**src/rtl/cv32e40s_lsu_buffered_resp_tracker.sv**
```systemverilog
// In-order tracker for up to DEPTH outstanding LSU/OBI transfers. Bufferable
// transfers are answered early; their bus errors land in a sticky imprecise-error register.
module cv32e40s_lsu_buffered_resp_tracker #(
  parameter int DEPTH         = 2,
  parameter int ADDR_WIDTH    = 32,
  parameter int EARLY_RESP_EN = 1,
  parameter int CNT_WIDTH     = $clog2(DEPTH+1)
) (
  input  logic                  clk,
  input  logic                  rst_n,
  input  logic                  valid_i,
  input  logic [ADDR_WIDTH-1:0] addr_i,
  input  logic                  we_i,
  input  logic                  bufferable_i,
  output logic                  ready_o,
  output logic                  valid_o,
  input  logic                  ready_i,
  input  logic                  resp_valid_i,
  input  logic                  resp_err_i,
  output logic                  resp_valid_o,
  output logic                  resp_err_o,
  output logic                  busy_o,
  output logic [CNT_WIDTH-1:0]  core_cnt_o,
  output logic [CNT_WIDTH-1:0]  bus_cnt_o,
  output logic                  imp_err_valid_o,
  output logic [ADDR_WIDTH-1:0] imp_err_addr_o,
  output logic                  imp_err_store_o,
  output logic                  imp_err_overflow_o,
  input  logic                  imp_err_ack_i,
  output logic                  protocol_err_o
);

  localparam int PTR_W = (DEPTH > 1) ? $clog2(DEPTH) : 1;
  localparam logic [PTR_W-1:0]     PTR_LAST = PTR_W'(DEPTH-1);
  localparam logic [CNT_WIDTH-1:0] CNT_MAX  = CNT_WIDTH'(DEPTH);

  typedef struct packed {
    logic [ADDR_WIDTH-1:0] addr;
    logic                  store;
    logic                  bufferable;
  } entry_t;

  entry_t               q [DEPTH];
  entry_t               bus_head, core_head;
  logic [PTR_W-1:0]     wr_ptr, bus_rd_ptr, core_rd_ptr;
  logic [CNT_WIDTH-1:0] bus_cnt, core_cnt;
  logic                 has_space, accept, bus_pop, core_pop, head_match, imp_new;

  // Explicit wrap so non-power-of-2 depths stay inside the queue.
  function automatic logic [PTR_W-1:0] ptr_inc(input logic [PTR_W-1:0] p);
    return (p == PTR_LAST) ? '0 : p + PTR_W'(1);
  endfunction

  assign has_space = (bus_cnt < CNT_MAX);
  assign valid_o   = valid_i && has_space;
  assign ready_o   = ready_i && has_space;
  assign accept    = valid_o && ready_i;

  assign bus_head   = q[bus_rd_ptr];
  assign core_head  = q[core_rd_ptr];
  assign bus_pop    = resp_valid_i && (bus_cnt != '0);
  assign head_match = (bus_cnt != '0) && (bus_rd_ptr == core_rd_ptr);

  // A non-bufferable core entry only completes together with its own bus response.
  always_comb begin
    resp_valid_o = 1'b0;
    resp_err_o   = 1'b0;
    if (core_cnt != '0) begin
      if (core_head.bufferable) begin
        resp_valid_o = 1'b1;
      end else if (head_match) begin
        resp_valid_o = resp_valid_i;
        resp_err_o   = resp_valid_i && resp_err_i;
      end
    end
  end

  assign core_pop       = resp_valid_o;
  assign imp_new        = bus_pop && bus_head.bufferable && resp_err_i;
  assign protocol_err_o = resp_valid_i && (bus_cnt == '0);
  assign busy_o         = (bus_cnt != '0) || (core_cnt != '0) || valid_i;
  assign core_cnt_o     = core_cnt;
  assign bus_cnt_o      = bus_cnt;

  always_ff @(posedge clk or negedge rst_n) begin
    if (!rst_n) begin
      for (int i = 0; i < DEPTH; i++) q[i] <= '0;
      wr_ptr      <= '0;
      bus_rd_ptr  <= '0;
      core_rd_ptr <= '0;
      bus_cnt     <= '0;
      core_cnt    <= '0;
    end else begin
      if (accept) begin
        q[wr_ptr] <= '{addr: addr_i, store: we_i,
                       bufferable: bufferable_i && (EARLY_RESP_EN != 0)};
        wr_ptr    <= ptr_inc(wr_ptr);
      end
      if (bus_pop)  bus_rd_ptr  <= ptr_inc(bus_rd_ptr);
      if (core_pop) core_rd_ptr <= ptr_inc(core_rd_ptr);
      bus_cnt  <= bus_cnt  + CNT_WIDTH'(accept) - CNT_WIDTH'(bus_pop);
      core_cnt <= core_cnt + CNT_WIDTH'(accept) - CNT_WIDTH'(core_pop);
    end
  end

  // An ack in the same cycle as a new error frees the slot for that new error.
  always_ff @(posedge clk or negedge rst_n) begin
    if (!rst_n) begin
      imp_err_valid_o    <= 1'b0;
      imp_err_addr_o     <= '0;
      imp_err_store_o    <= 1'b0;
      imp_err_overflow_o <= 1'b0;
    end else if (imp_new) begin
      if (!imp_err_valid_o || imp_err_ack_i) begin
        imp_err_valid_o    <= 1'b1;
        imp_err_addr_o     <= bus_head.addr;
        imp_err_store_o    <= bus_head.store;
        imp_err_overflow_o <= 1'b0;
      end else begin
        imp_err_overflow_o <= 1'b1;
      end
    end else if (imp_err_ack_i) begin
      imp_err_valid_o    <= 1'b0;
      imp_err_overflow_o <= 1'b0;
    end
  end

endmodule

```
**config.mk**
```make
export PLATFORM = sky130hd
export DESIGN_NAME = cv32e40s_lsu_buffered_resp_tracker
export DESIGN_NICKNAME = d
export VERILOG_FILES = /design/src/rtl/cv32e40s_lsu_buffered_resp_tracker.sv
export SDC_FILE = /design/constraint.sdc
export NUM_CORES = 1
export LEC_CHECK = 0
export ABC_AREA = 1
export BUFFER_PORTS_ARGS = -buffer_cell sky130_fd_sc_hd__buf_2
export CORE_ASPECT_RATIO = 1.1
export CORE_MARGIN = 4
export CORE_UTILIZATION = 38
export CTS_CLUSTER_SIZE = 24
export DETAILED_ROUTE_END_ITERATION = 10
export GPL_ROUTABILITY_DRIVEN = 0
export REMOVE_ABC_BUFFERS = 1
export SKIP_CTS_REPAIR_TIMING = 1
export SKIP_LAST_GASP = 1
export SLEW_MARGIN = 20
export SYNTH_ARGS = -nofsm -noshare
export SYNTH_HDL_FRONTEND = slang
export SYNTH_SLANG_ARGS = --single-unit
```
**constraint.sdc**
```tcl
create_clock -name clk -period 4.5 [get_ports clk]
set_input_delay 0.45 -clock clk [delete_from_list [all_inputs] [get_ports clk]]
set_output_delay 0.45 -clock clk [all_outputs]
set_load 0.03 [all_outputs]
```
==> impl_table.tex <==
\begin{tabular}{lr}
\hline
Metric & Value \\
\hline
\multicolumn{2}{l}{\textbf{Logic synthesis}} \\
Sequential cell area fraction in the yosys report & 0.581 \\
Post-synth top area cell & sky130\_fd\_sc\_hd\_\_dfrtp\_1 \\
Yosys Warn Count & 0 \\
Post-Syn Area & approximately 4700 um2 \\
Number of flip-flops and latches in the synthesized netlist & 110 \\
Top cell type's share of synthesized area & 0.581 \\
Number of instances in the synthesized netlist & 564 \\
Share of synthesized registers carrying an async set or reset & 1.00 \\
Syn avg cell area & 8.41 um2 \\
Number of distinct library cells after synthesis & 23 \\
Main flop type after synthesis & sky130\_fd\_sc\_hd\_\_dfrtp\_1 \\
Area contributors post-synth & sky130\_fd\_sc\_hd\_\_dfrtp\_1, sky130\_fd\_sc\_hd\_\_nand2\_1, sky130\_fd\_sc\_hd\_\_o21ai\_0 \\
Synth cell count leaders & sky130\_fd\_sc\_hd\_\_nand2\_1, sky130\_fd\_sc\_hd\_\_dfrtp\_1, sky130\_fd\_sc\_hd\_\_o21ai\_0, sky130\_fd\_sc\_hd\_\_inv\_1, sky130\_fd\_sc\_hd\_\_nand3\_1 \\
Number of flops mapped to enable cells by yosys & 0 \\
Cell with the most instances after synthesis & sky130\_fd\_sc\_hd\_\_nand2\_1 \\
\multicolumn{2}{l}{\textbf{Critical path}} \\
Type of the worst setup path & reg2out \\
Dominant delay contributor by cell family on the critical path & flip-flops \\
Kind of end point of the critical path & output pin \\
Crit path launch type & flop \\
Worst path cell trace & inv\_2 -> nand2\_1 -> nand2\_1 -> nand2\_1 -> nand2\_1 -> nand2\_1 -> inv\_1 -> buf\_2 \\
Critical Path Slowest Stage Cell & sky130\_fd\_sc\_hd\_\_dfrtp\_2 \\
Maximum fanout along the worst path & 37 \\
Stage delay of the slowest cell on the critical path & 0.84 ns \\
Critical path required time & 4.05 ns \\
Buffering stage count on the worst path with inverters included & 3 \\
Crit-path most repeated cell & sky130\_fd\_sc\_hd\_\_nand2\_1 \\
Data arrival time at the worst-slack endpoint & around 2.3 ns \\
\multicolumn{2}{l}{\textbf{Power}} \\
Power Dens Cells & between 700 and 800 nW/um2 \\
Leakage power total & 3.12 nW \\
Worst supply voltage drop on vdd & about 250 uV \\
\multicolumn{2}{l}{\textbf{Placement}} \\
HPWL reported at the end of detailed placement & 6690 um \\
Port buffer count & 85 \\
\multicolumn{2}{l}{\textbf{Floorplan}} \\
Ports placed on the boundary & 86 \\
Core Rows & 42 \\
Die Span Y & 125 um \\
Standard cell core area & 12100 um2 \\
Die X & around 110 um \\
Starting utilization of the core area & 0.391 \\
Die area & 14300 um2 \\
\multicolumn{2}{l}{\textbf{Min path}} \\
Hold WC Path Type & in2async \\
\multicolumn{2}{l}{\textbf{Timing}} \\
Setup repair after global routing missed its margin & no \\
Clock period minus worst slack & 2.79 ns \\
Number of failing hold endpoints at the final stage & 0 \\
Share of the clock period used by the worst path & 0.620 \\
Number of max-slew violations in the final report & 0 \\
Post-route setup TNS & 0 ns \\
Setup Skew & slightly below 0.008 ns \\
Slew of the pin with the lowest slew margin & 0.735 ns \\
Endpoints failing setup & 0 \\
Max Clock Freq & 358 MHz \\
Slew margin rel. & 0.508 \\
\multicolumn{2}{l}{\textbf{CTS}} \\
CTS tree & built \\
Root Buffer Master & sky130\_fd\_sc\_hd\_\_clkbuf\_16 \\
TritonCTS buffer count & 9 \\
Clock input transition at the sequential cells of the worst setup and hold paths & 0.07 ns \\
Latest clock arrival within the worst-skew pair & 0.33 ns \\
H-Tree Depth & 3 \\
Clock tree sinks & 110 \\
Buffers from clock root to sink, at most & 2 \\
\multicolumn{2}{l}{\textbf{Global routing}} \\
Overflow after GRT & 0 \\
Largest net degree at the start of global routing & between 80 and 90 \\
GRT Util Overall & 0.147 \\
Wire length of the first global-routing pass & approximately 17000 um \\
Initial antenna violation count & 0 \\
Via count of the first global-routing pass & 3583 \\
\multicolumn{2}{l}{\textbf{Route}} \\
Via count of the routed design & 3665 \\
ANT nets after route & 0 \\
Average vias per placed instance & about 4.6 \\
Initial DRC count & 222 \\
Sum of routed wire length over all layers & 10400 um \\
Number of remaining DRC errors & 0 \\
Drt wl/cell & 13.1 um \\
Iteration count of the initial detailed-routing pass & 5 \\
\multicolumn{2}{l}{\textbf{Finish}} \\
Post-layout util & 0.455 \\
Footprint of the flip-flops and latches & 2750 um2 \\
Share of final-layout standard cells stronger than drive strength 1 & 0.185 \\
Antenna fix cells & 0 \\
Fill cell total of the finished layout & 1199 \\
Layout area overhead & 16.6\% \\
NumNets Final & about 680 \\
Combined area of the multi-input logic cells & 1670 um2 \\
\multicolumn{2}{l}{\textbf{Status}} \\
Status & complete, no violations \\
\multicolumn{2}{l}{\textbf{Flow run}} \\
Number of maximum-capacitance constraint violations & 0 \\
\hline
\end{tabular}
## final cells by class
| class | count | share of cell area |
|---|---|---|
| flip-flops and latches | 110 | 0.498 |
| multi-input cells | 377 | 0.302 |
| repair buffers | 89 | 0.0835 |
| clock buffers | 13 | 0.0471 |
| well taps | 154 | 0.0349 |
| inverters | 46 | 0.0312 |
| clock inverters | 3 | 0.00340 |
## power breakdown
part / internal [mW] / leakage (nW) / total (mW) / switching [mW]
logic: 0.526 / 1.59 / 1.59 / 1.06
registers: 1.46 / 1.39 / 1.78 / 0.320
clock network: 0.406 / 0.140 / 0.737 / 0.332
## cells in the final DEF, fill, tap and decap left out
cell                          n
sky130_fd_sc_hd__clkinv_4     1
sky130_fd_sc_hd__nand2_1    248
sky130_fd_sc_hd__clkbuf_1     2
sky130_fd_sc_hd__dfrtp_1    109
sky130_fd_sc_hd__dfrtp_2      1
sky130_fd_sc_hd__xor2_1       1
sky130_fd_sc_hd__nand3_1     37
sky130_fd_sc_hd__o21ai_1      5
sky130_fd_sc_hd__clkbuf_16    9
sky130_fd_sc_hd__nand3_2      2
sky130_fd_sc_hd__nand2_2      2
sky130_fd_sc_hd__nand4_1      1
sky130_fd_sc_hd__o21ai_2      5
sky130_fd_sc_hd__buf_4        4
sky130_fd_sc_hd__ha_1         4
sky130_fd_sc_hd__or2_2        1
sky130_fd_sc_hd__xnor2_1      4
sky130_fd_sc_hd__buf_6        1
sky130_fd_sc_hd__nor3_1       1
sky130_fd_sc_hd__nor2_4       2
sky130_fd_sc_hd__clkbuf_8     2
sky130_fd_sc_hd__o21ai_0     60
sky130_fd_sc_hd__clkinv_2     2
sky130_fd_sc_hd__nor2_1       4
sky130_fd_sc_hd__inv_2        2
sky130_fd_sc_hd__inv_1       44
sky130_fd_sc_hd__buf_2       84
## final timing paths
check	start	to	slack [ns]	cells past startpoint
setup reg to reg	bus_rd_ptr	imp_err_addr_o[21]	1.82	7
setup / recovery	bus_rd_ptr	resp_valid_o	1.71	8
max in group asynchronous	rst_n	q[48]	3.49	2
hold reg to reg	imp_err_addr_o[12]	imp_err_addr_o[12]	0.48	2
hold / removal	rst_n	q[8]	0.14	1
min in group clk	addr_i[1]	q[37]	0.37	3
## per-stage QoR
stage | hold WS, ns | power [mW] | cell area, um2 | worst slack (ns) | std cells
3_3_place_gp | 0.462 | 3.36 | 5240 | 1.91 | 776
4_1_cts | 0.326 | 4.17 | 5520 | 1.64 | 792
3_5_place_dp | 0.461 | 3.41 | 5240 | 1.82 | 776
2_1_floorplan | 0.154 | 2.90 | 4580 | 2.02 | 533
5_1_grt | 0.215 | 4.45 | 5530 | 1.53 | 792
6_report | 0.142 | 4.11 | 5530 | 1.71 | 792
## state kept, by name, summed over array words and instances (netlist names)
| register | flops |
|---|---|
| imp_err_store_o | 1 |
| core_cnt_o | 2 |
| imp_err_addr_o | 32 |
| bus_rd_ptr | 1 |
| imp_err_overflow_o | 1 |
| bus_cnt_o | 2 |
| wr_ptr | 1 |
| core_rd_ptr | 1 |
| imp_err_valid_o | 1 |
| q | 68 |
## worst reg2reg max path, delay by kind of cell, from the launching register on
family | cells | cell delay (ns)
buffers and inverters | 2 | 1.03
DFF | 1 | 0.68
and+or+nand+nor | 5 | 0.85
## cell families (layout without fill, tap and decap cells)
logic type / count (synthesis) / count (layout) / share of synthesized area
and+or+nand+nor: 298 / 298 / 0.252
DFF: 110 / 110 / 0.581
buffers and inverters: 77 / 151 / 0.0694
AOI/OAI and AO/OA: 70 / 70 / 0.0779
xor gates and xnor gates: 5 / 5 / 0.00924
adders and majority gates: 4 / 4 / 0.0106
## metal layers
layer  global-route usage  vias up  routed length, um
met3               0.0329        8                571
met2                0.233       90               4920
met4               0.0468        0                141
met1                0.201     1681               4750
met5                    0        -                  0
li1                     -     1886                  -
Note: power is estimated with default switching activity, not from simulation.
